File: src/rtl/muxpga_pkg.sv
// Shared constants, state encoding and checksum helper for the mux-grid tile
// configuration loader.
package muxpga_pkg;

  localparam int ROWS        = 5;
  localparam int COLS        = 5;
  localparam int CELL_BITS   = 4;
  localparam int SYNC_STAGES = 2;
  localparam int NCELL       = ROWS * COLS;
  localparam int CFG_W       = NCELL * CELL_BITS;
  localparam int CNT_W       = $clog2(CFG_W + 1);

  localparam logic [CELL_BITS-1:0] HEADER = 4'hA;

  typedef enum logic [2:0] {
    IDLE,
    HDR,
    LOAD,
    CHK,
    WAIT_END
  } state_e;

  // XOR of every cell nibble in a packed configuration image.
  function automatic logic [CELL_BITS-1:0] nibble_xor(input logic [CFG_W-1:0] v);
    logic [CELL_BITS-1:0] acc;
    acc = '0;
    for (int i = 0; i < NCELL; i++) begin
      acc = acc ^ v[CELL_BITS*i +: CELL_BITS];
    end
    return acc;
  endfunction

endpackage

File: src/rtl/muxpga_pin_sync.sv
// Multi-flop synchroniser for an asynchronous pin, with single-cycle
// rise/fall pulses derived from the synchronised level.
module muxpga_pin_sync #(
  parameter int STAGES = 2
) (
  input  logic clk,
  input  logic reset,
  input  logic d_i,
  output logic q_o,
  output logic rise_o,
  output logic fall_o
);

  logic [STAGES-1:0] sync_q;
  logic              prev_q;

  always_ff @(posedge clk) begin
    if (reset) begin
      sync_q <= '0;
      prev_q <= 1'b0;
    end else begin
      sync_q <= {sync_q[STAGES-2:0], d_i};
      prev_q <= sync_q[STAGES-1];
    end
  end

  assign q_o    = sync_q[STAGES-1];
  assign rise_o = sync_q[STAGES-1] & ~prev_q;
  assign fall_o = ~sync_q[STAGES-1] & prev_q;

endmodule

File: src/rtl/muxpga_cfg_loader.sv
// Serial bitstream loader: checks header and nibble-XOR checksum, then commits
// a shadow image of all cell configs to the grid in a single cycle.
module muxpga_cfg_loader
  import muxpga_pkg::*;
#(
  parameter int SYNC_DEPTH = SYNC_STAGES
) (
  input  logic             clk,
  input  logic             reset,
  input  logic             sclk,
  input  logic             sdi,
  input  logic             sframe,
  output logic [CFG_W-1:0] cfg_out,
  output logic             cfg_valid,
  output logic             err,
  output logic             busy,
  output logic             sdo
);

  // Arrival order is MSB-first per cell; flipping the low index bits maps the
  // running bit count onto the packed position (CELL_BITS is a power of two).
  localparam logic [CNT_W-1:0] BIT_FLIP  = CNT_W'(CELL_BITS - 1);
  localparam logic [CNT_W-1:0] NIB_LAST  = CNT_W'(CELL_BITS - 1);
  localparam logic [CNT_W-1:0] LOAD_LAST = CNT_W'(CFG_W - 1);

  logic sclk_s, sclk_rise, sclk_fall;
  logic sdi_s, sdi_rise, sdi_fall;
  logic sframe_s, sframe_rise, sframe_fall;
  logic unused_edges;

  muxpga_pin_sync #(.STAGES(SYNC_DEPTH)) u_sync_sclk (
    .clk(clk), .reset(reset), .d_i(sclk),
    .q_o(sclk_s), .rise_o(sclk_rise), .fall_o(sclk_fall)
  );
  muxpga_pin_sync #(.STAGES(SYNC_DEPTH)) u_sync_sdi (
    .clk(clk), .reset(reset), .d_i(sdi),
    .q_o(sdi_s), .rise_o(sdi_rise), .fall_o(sdi_fall)
  );
  muxpga_pin_sync #(.STAGES(SYNC_DEPTH)) u_sync_sframe (
    .clk(clk), .reset(reset), .d_i(sframe),
    .q_o(sframe_s), .rise_o(sframe_rise), .fall_o(sframe_fall)
  );

  assign unused_edges = ^{sclk_s, sclk_fall, sdi_rise, sdi_fall};

  state_e                 state_q, state_d;
  logic [CNT_W-1:0]       cnt_q, cnt_d;
  logic [CNT_W-1:0]       rot_q, rot_d;
  logic [CNT_W-1:0]       wr_idx;
  logic [CELL_BITS-1:0]   shift_q, shift_d, shift_nxt;
  logic [CFG_W-1:0]       shadow_q, shadow_d;
  logic [CFG_W-1:0]       cfg_q, cfg_d;
  logic                   valid_q, valid_d;
  logic                   err_q, err_d;
  logic                   sample;

  assign sample = sclk_rise & sframe_s;

  always_comb begin
    state_d   = state_q;
    cnt_d     = cnt_q;
    rot_d     = rot_q;
    shift_d   = shift_q;
    shadow_d  = shadow_q;
    cfg_d     = cfg_q;
    valid_d   = valid_q;
    err_d     = err_q;
    shift_nxt = {shift_q[CELL_BITS-2:0], sdi_s};
    wr_idx    = cnt_q ^ BIT_FLIP;

    case (state_q)
      IDLE: begin
        if (sframe_rise) begin
          state_d = HDR;
          err_d   = 1'b0;
          cnt_d   = '0;
        end
      end
      HDR, CHK: begin
        if (sframe_fall) begin
          state_d = IDLE;
          err_d   = 1'b1;
          cnt_d   = '0;
          rot_d   = '0;
        end else if (sample) begin
          shift_d = shift_nxt;
          cnt_d   = cnt_q + CNT_W'(1);
          if (cnt_q == NIB_LAST) begin
            cnt_d = '0;
            if (state_q == HDR) begin
              if (shift_nxt == HEADER) begin
                state_d = LOAD;
              end else begin
                state_d = WAIT_END;
                err_d   = 1'b1;
              end
            end else begin
              state_d = WAIT_END;
              rot_d   = '0;
              if (shift_nxt == nibble_xor(shadow_q)) begin
                cfg_d   = shadow_q;
                valid_d = 1'b1;
              end else begin
                err_d = 1'b1;
              end
            end
          end
        end
      end
      LOAD: begin
        if (sframe_fall) begin
          state_d = IDLE;
          err_d   = 1'b1;
          cnt_d   = '0;
          rot_d   = '0;
        end else if (sample) begin
          shadow_d[wr_idx] = sdi_s;
          rot_d = (rot_q == LOAD_LAST) ? '0 : rot_q + CNT_W'(1);
          if (cnt_q == LOAD_LAST) begin
            cnt_d   = '0;
            state_d = CHK;
          end else begin
            cnt_d = cnt_q + CNT_W'(1);
          end
        end
      end
      WAIT_END: begin
        if (!sframe_s) state_d = IDLE;
      end
      default: state_d = IDLE;
    endcase
  end

  always_ff @(posedge clk) begin
    if (reset) begin
      state_q <= IDLE;
      cnt_q   <= '0;
      rot_q   <= '0;
      cfg_q   <= '0;
      valid_q <= 1'b0;
      err_q   <= 1'b0;
    end else begin
      state_q <= state_d;
      cnt_q   <= cnt_d;
      rot_q   <= rot_d;
      cfg_q   <= cfg_d;
      valid_q <= valid_d;
      err_q   <= err_d;
    end
  end

  // Assembly registers are fully rewritten before use, so they need no reset.
  always_ff @(posedge clk) begin
    shadow_q <= shadow_d;
    shift_q  <= shift_d;
  end

  assign cfg_out   = cfg_q;
  assign cfg_valid = valid_q;
  assign err       = err_q;
  assign busy      = (state_q inside {HDR, LOAD, CHK});
  assign sdo       = cfg_q[rot_q ^ BIT_FLIP];

endmodule

File: config.mk
export PLATFORM = sky130hd
export DESIGN_NAME = muxpga_cfg_loader
export DESIGN_NICKNAME = d
export VERILOG_FILES = /design/src/rtl/muxpga_pkg.sv /design/src/rtl/muxpga_pin_sync.sv /design/src/rtl/muxpga_cfg_loader.sv
export SDC_FILE = /design/constraint.sdc
export NUM_CORES = 1
export LEC_CHECK = 0
export CAP_MARGIN = 40
export CORE_MARGIN = 4
export CORE_UTILIZATION = 31
export DETAILED_ROUTE_END_ITERATION = 10
export SLEW_MARGIN = 20
export SYNTH_ARGS = -nofsm -noshare
export SYNTH_HDL_FRONTEND = slang
export SYNTH_SLANG_ARGS = --single-unit
File: constraint.sdc
create_clock -name clk -period 4.4 [get_ports clk]
set_input_delay 0.66 -clock clk [delete_from_list [all_inputs] [get_ports clk]]
set_output_delay 0.66 -clock clk [all_outputs]
set_load 0.02 [all_outputs]
==> metrics.md, run 1 <==
| Metric | Value |
|---|---|
| Status | completed |
| CTS tree | yes |
| Synth Register Bits | 230 |
| Clk sink count | 230 |
| CP Class | flip-flop to output port |
| Synth Warn # | 0 |
| Worst slew margin | 38.1% |
| Die X | 196 um |
| Max IR drop VDD | between 0.2 and 0.3 mV |
| Fin util | 38.2% |
| Worst path max stage delay | 0.55 ns |
| Max FO, Critical Path | 9 |
| Synth Net Count | 1034 |
| Clk slew on worst S/H paths | 0.05 ns |
| Syn avg cell area | 10.6 sq um |
| Minimum clock period | 4.11 ns |
| Fmax | around 240 MHz |
| Main flop type after synthesis | dfxtp_1 |
| Hold/Removal Path Class | flip-flop to flip-flop |
| Share of layout cells above drive strength 1 | about a tenth |
| Mapped Cells | around 1000 |
| HP Start | u_sync_sclk.sync_q[0] |
| Routed WL per cell | 20.9 um |
| Synth cell types | 45 |
| Leak pwr | roughly 0.004 uW |
| Crit-path slowest cell | clkdlybuf4s50_1 |
| Clock skew | 0.0137 ns |
| Critical path arrival | roughly 3.5 ns |
| CP top delay family | multiplexers |
| Req. time, crit path | 3.74 ns |
| Mapped Area | 10900 sq um |
| Final Wtd Congestion | 0.840 |
| Yosys top cell area share | 28.4% |
| HPWL after detailed placement | 21.4 mm |
| H-tree levels | 1 |
| Final-stage net count | ~1100 |
| Vias in the first global route | 8212 |
| Avg Vias per Cell | 5.48 |
| Sequential area share after synthesis | 51.7% |
| First-iteration detailed-routing DRC count | about 900 |
| First-pass GRT wire length | 50.0 mm |
| Area of the die | roughly 38000 sq um |
| Total GRT Usage | around 16% |
| Setup TNS | 0 ns |
| Fin crit share | 93.4% |
| Crit. End Element | output port |
| Initial Utilization | between 30% and 40% |
| TritonCTS Buffers | 27 |
| Area grow syn2layout | 21.4% |
| Drt total wl | 32.5 mm |
| DRC | 0 |
| Largest net degree at the start of global routing | 97 |
| Worst slew pin tran | 0.928 ns |
| Max-slew violations | 0 |
| Die height | 196 um |
| Post-DRT Antenna Nets | 0 |
| Power density over cell area | between 300 and 400 nW/um^2 |
| Antenna diodes | 0 |
| Post-CTS setup buffers | 0 |
| Critical Path, Cell by Cell | buf_4 > mux4_2 > mux4_2 > mux2i_1 > o211ai_1 > o31a_1 > clkdlybuf4s50_1 |
| GR Overflow Total | 0 |
| Worst skew pair latency | 0.53 ns |
| # rows | 68 |
| Hold Vio Cnt, Final | 0 |
| Core Area | 34600 sq um |
| Async S/R FF share, synth | 0% |
| Max-cap violations | 0 |
| Max Root-Sink Buffers | 3 |
| Pre-antenna DRT Iters | 5 |
| RSZ-0062 raised after global routing | no |
| CTS root buf | clkbuf_16 |
| Bufs and invs on worst path | 2 |
| Setup crit start | rot_q[0] |
| Via count | 8533 |
| CP startpoint kind | flip-flop |
| Initial antenna violation count | 0 |
| Synth top cells by count | dfxtp_1 (127), nor2_1 (127), a21oi_1 (112) |
| Most used cell, CP | mux4_2 |
| Synth top area cells | edfxtp_1 (28%), dfxtp_1 (23%), o31ai_1 (7.0%), xnor2_1 (6.4%), nand4_1 (6.1%) |
| Num ports | 109 |
| EDFF count, synth | approximately 100 |
| PortBufs | 108 |
| Worst R2R Start | shadow_q[91] |
| Hold Buf Count CTS | 0 |
| Final setup fails | 0 |
| Cell accounting for the most synthesized area | edfxtp_1 |
[area by class of cell]
type	count	area (sq um)
clock buffer	42	825
clock inverter	7	60.1
fill	3353	21400
inverter	3	11.3
multi-input combinational	691	4820
sequential	230	5640
tap	455	569
timing repair buffer	130	1310
[cells in the final DEF, fill, tap and decap left out, types with 4 or more instances in the layout]
cell,netlist,routed
xnor2_1,80,79
clkbuf_16,0,29
clkdlybuf4s50_1,0,107
mux2i_1,5,5
nand2_1,26,26
a21oi_1,112,112
clkbuf_8,0,5
xor2_1,14,13
nor2b_1,21,21
mux4_2,27,27
nand4_1,106,106
o21ai_0,8,8
dfxtp_1,127,125
clkinv_2,0,6
nor2_1,127,126
buf_4,0,18
nand3_1,11,11
xnor3_1,6,6
o31ai_1,101,101
edfxtp_1,103,103
and3_1,4,4
nand3b_1,4,4
clkbuf_1,79,8
[final timing paths]
kind | cells past startpoint | slack (ns) | end
setup reg to reg | 8 | 1.10 | cfg_out[53]
hold reg to reg | 1 | 0.44 | u_sync_sclk.sync_q[1]
setup / recovery | 7 | 0.29 | sdo
hold / removal | 1 | 0.44 | u_sync_sclk.sync_q[1]
[routing by layer]
layer | routed length [um] | share of wire, % | track usage [%]
met2 | 15200 | 47 | 26.1
met3 | 2400 | 7.4 | 3.04
met5 | 0 | 0 | 0
met1 | 14300 | 44 | 23.0
met4 | 640 | 2.0 | 3.93
[flip-flops by register name, indices dropped and copies added (netlist names)]
| signal | count |
|---|---|
| err | 1 |
| cfg_valid | 1 |
| state_q | 3 |
| u_sync_sdi.sync_q | 2 |
| u_sync_sclk.prev_q | 1 |
| shift_q | 3 |
| shadow_q | 100 |
| u_sync_sframe.prev_q | 1 |
| cnt_q | 7 |
| rot_q | 7 |
| cfg_out | 100 |
| u_sync_sclk.sync_q | 2 |
| u_sync_sframe.sync_q | 2 |
[logic make-up after synthesis]
kind of cell             share of synthesized area [%]
adder cells (fa/ha/maj)                          0.229
flip-flops                                        51.7
XOR/XNOR                                          8.94
AO/OA/AOI/OAI                                     13.8
buffers and inverters                             4.49
multiplexers                                      6.35
AND/OR/NAND/NOR                                   14.5
[repair_timing]
item | CTS | global route
hold endpoints to repair | 0 | 0
setup endpoints to repair | 0 | 1
gates resized for setup | 0 | 1
[power by group]
part / switching, uW / internal (uW)
sequential: 3.70 / 2230
clock: 867 / 1340
combinational: 66.4 / 19.0
total: 937 / 3590
[metrics by stage]
stage               worst slack (ns)  instances  total power, uW  hold slack, ns  cell area [sq um]
floorplan                       1.08       1027             2330           0.414              10900
global placement               0.807       1506             2360           0.429              12300
detailed placement             0.745       1508             2360           0.434              12300
CTS                            0.163       1557             4560           0.447              13200
global route                   0.145       1558             4670           0.463              13200
finish                         0.290       1558             4520           0.443              13200
No activity file was read; power rests on OpenSTA's default activity.
==> run 2: changes to the inputs <==
- CORE_UTILIZATION: 31 -> 45
- PLACE_DENSITY: unset -> 0.65
==> run 2 against run 1 <==
Net effect:
- routed wire length fell by 5.5%
- flip-flop and latch count did not move
- combinational power rose by 4.1%
- cell count fell by 8.9%
- non-clock buffer count fell by 1
- core utilization rose by 17 points
- global-route usage rose by 6.0 points
- largest power group is now the clock network
- first-iteration DRC count rose by 6.3%
- via count rose by 1.9%
- highest routed layer unchanged
- setup slack got worse by 0.048 ns
==> metrics.md, run 2 (synthesis results as in run 1) <==
| Metric | Value |
|---|---|
| Worst skew pair latency | 0.53 ns (about the same) |
| Req. time, crit path | 3.74 ns (about the same) |
| Antenna diodes | 0 (unchanged) |
| Max-cap violations | 0 (unchanged) |
| Crit. End Element | output port |
| Storage cell area | 5640 sq um (about the same) |
| Share of layout cells above drive strength 1 | 9.36% (+0.017 points) |
| Hold Buf Count CTS | 0 (unchanged) |
| Minimum clock period | 4.16 ns (+0.0478 ns) |
| Hold depth | 1 (unchanged) |
| GR Overflow Total | 0 (unchanged) |
| Worst R2R Start | shadow_q[76] |
| Area of the die | 26800 sq um (-30%) |
| Worst R2R Path Depth | 8 (unchanged) |
| Die X | 164 um (-16%) |
| CTS tree | yes |
| Clk sink count | 230 (unchanged) |
| Worst slew pin tran | 0.855 ns (-0.0735 ns) |
| Final Wtd Congestion | 0.842 (+0.21%) |
| Hold endpoint | u_sync_sdi.sync_q[1] |
| Multi-input logic area | 4820 sq um (unchanged) |
| Hold Vio Cnt, Final | 0 (unchanged) |
| Status | completed |
| FF-to-FF End | err |
| Die height | 164 um (-16%) |
| Post-CTS resize count | 0 (unchanged) |
| Fmax | 240 MHz (-1.1%) |
| Worst slew margin | 43.0% (+4.9 points) |
| Clock skew | 0.0129 ns (-0.000886 ns) |
| # rows | 56 (-18%) |
| PortBufs | 108 (unchanged) |
| Total GRT Usage | 22.3% (+6.0 points) |
| HP Start | u_sync_sdi.sync_q[0] |
| CP Class | flip-flop to output port |
| Power density over cell area | 348 nW/um^2 (+1.9%) |
| Pre-antenna DRT Iters | 5 (unchanged) |
| Initial Utilization | 46.0% (+15 points) |
| Setup TNS | 0 ns (unchanged) |
| Reg-to-reg setup timing slack | 1.35 ns (+0.25 ns) |
| CTS root buf | clkbuf_16 |
| Initial antenna violation count | 0 (unchanged) |
| Fin util | 55.4% (+17 points) |
| Filler cell count | 2096 (-37%) |
| TritonCTS Buffers | 26 (-3.7%) |
| Critical path arrival | 3.50 ns (+0.05 ns) |
| HPWL after detailed placement | 19.8 mm (-7.7%) |
| H-tree levels | 1 (unchanged) |
| Final-stage net count | 1088 (-0.18%) |
| Via count | 8698 (+1.9%) |
| Max-slew violations | 0 (unchanged) |
| Routed WL per cell | 21.7 um (+3.7%) |
| Drt total wl | 30.8 mm (-5.5%) |
| First-pass GRT wire length | 47.3 mm (-5.4%) |
| Max Root-Sink Buffers | 3 (unchanged) |
| Avg Vias per Cell | 6.13 (+12%) |
| Max IR drop VDD | 0.211 mV (-16%) |
| Post-DRT Antenna Nets | 0 (unchanged) |
| First-iteration detailed-routing DRC count | 955 (+6.3%) |
| Hold/Removal Path Class | flip-flop to flip-flop |
| Num ports | 109 (unchanged) |
| Placed inst area | 12200 sq um (-1.1%) |
| Core Area | 23700 sq um (-32%) |
| DRC | 0 (unchanged) |
| Post-CTS setup buffers | 0 (unchanged) |
| Most frequent cells in the layout | nor2_1 (126), dfxtp_1 (126), a21oi_1 (112) |
| Leak pwr | 0.00397 uW (+0.62%) |
| Fin area | 13100 sq um (-0.79%) |
| Clk slew on worst S/H paths | 0.06 ns (about the same) |
| RSZ-0062 raised after global routing | no |
| Fin crit share | 94.5% (+1.1 points) |
| CP startpoint kind | flip-flop |
| Area grow syn2layout | 20.4% |
| Max FO, Critical Path | 17 (+8) |
| Vias in the first global route | 8167 (-0.55%) |
| Largest net degree at the start of global routing | 103 (+6.2%) |
| Final setup fails | 0 (unchanged) |
==> run 2: area by class of cell <==
cell class / instances / share of cell area (%)
Inverter: 3 / 0.0858
Tap cell: 319 / 3.04
Timing Repair Buffer: 129 / 10.4
Multi-Input combinational cell: 691 / 36.7
Sequential cell: 230 / 42.9
Clock buffer: 34 / 5.74
Clock inverter: 14 / 1.10
==> run 2: where the power goes <==
group / leakage, uW / internal [uW] / switching, uW
clock: 0.000451 / 1380 / 874
combinational: 0.00154 / 22.1 / 66.8
sequential: 0.00197 / 2230 / 3.54
total: 0.00397 / 3630 / 944
==> run 2: worst max-delay path by stage <==
| stage | startpoint | slack (ns) | cells after the start | to |
|---|---|---|---|---|
| 6_report | rot_q[0] | 0.24 | 7 | sdo |
| 5_1_grt | rot_q[0] | 0.09 | 7 | sdo |
| 4_1_cts | rot_q[0] | 0.20 | 7 | sdo |
| 3_5_place_dp | rot_q[0] | 0.75 | 7 | sdo |
| 3_3_place_gp | rot_q[3] | 0.63 | 7 | sdo |
| 2_1_floorplan | u_sync_sdi.sync_q[1] | 1.08 | 9 | cfg_out[1] |
==> run 2: routing by layer <==
metal	routed length, um	global-route usage, %	up-vias
li1	-	-	3967
met1	13400	32.6	4289
met2	14300	35.1	389
met4	737	6.14	0
met5	0	0	-
met3	2320	2.90	53
==> run 2: critical path, cell delays in order, from the launching register on <==
cell and delay [ns]:
dfxtp_1 0.53, buf_4 0.39, mux4_2 0.55, mux4_2 0.47, mux2i_1 0.22, o211ai_1 0.11
o31a_1 0.16, clkdlybuf4s50_1 0.55
==> run 2: per-stage QoR <==
| stage | instances | setup slack [ns] | hold slack [ns] | total power (uW) |
|---|---|---|---|---|
| floorplan | 1027 | 1.08 | 0.414 | 2330 |
| global placement | 1366 | 0.631 | 0.417 | 2360 |
| detailed placement | 1371 | 0.753 | 0.425 | 2360 |
| CTS | 1419 | 0.196 | 0.434 | 4590 |
| global route | 1420 | 0.0868 | 0.442 | 4690 |
| finish | 1420 | 0.242 | 0.430 | 4570 |
==> run 3: changes to the inputs <==
- CTS_CLUSTER_SIZE: unset -> 40
==> results of run 3 <==
No change in the layout: final DEF, timing and power equal those of run 2.
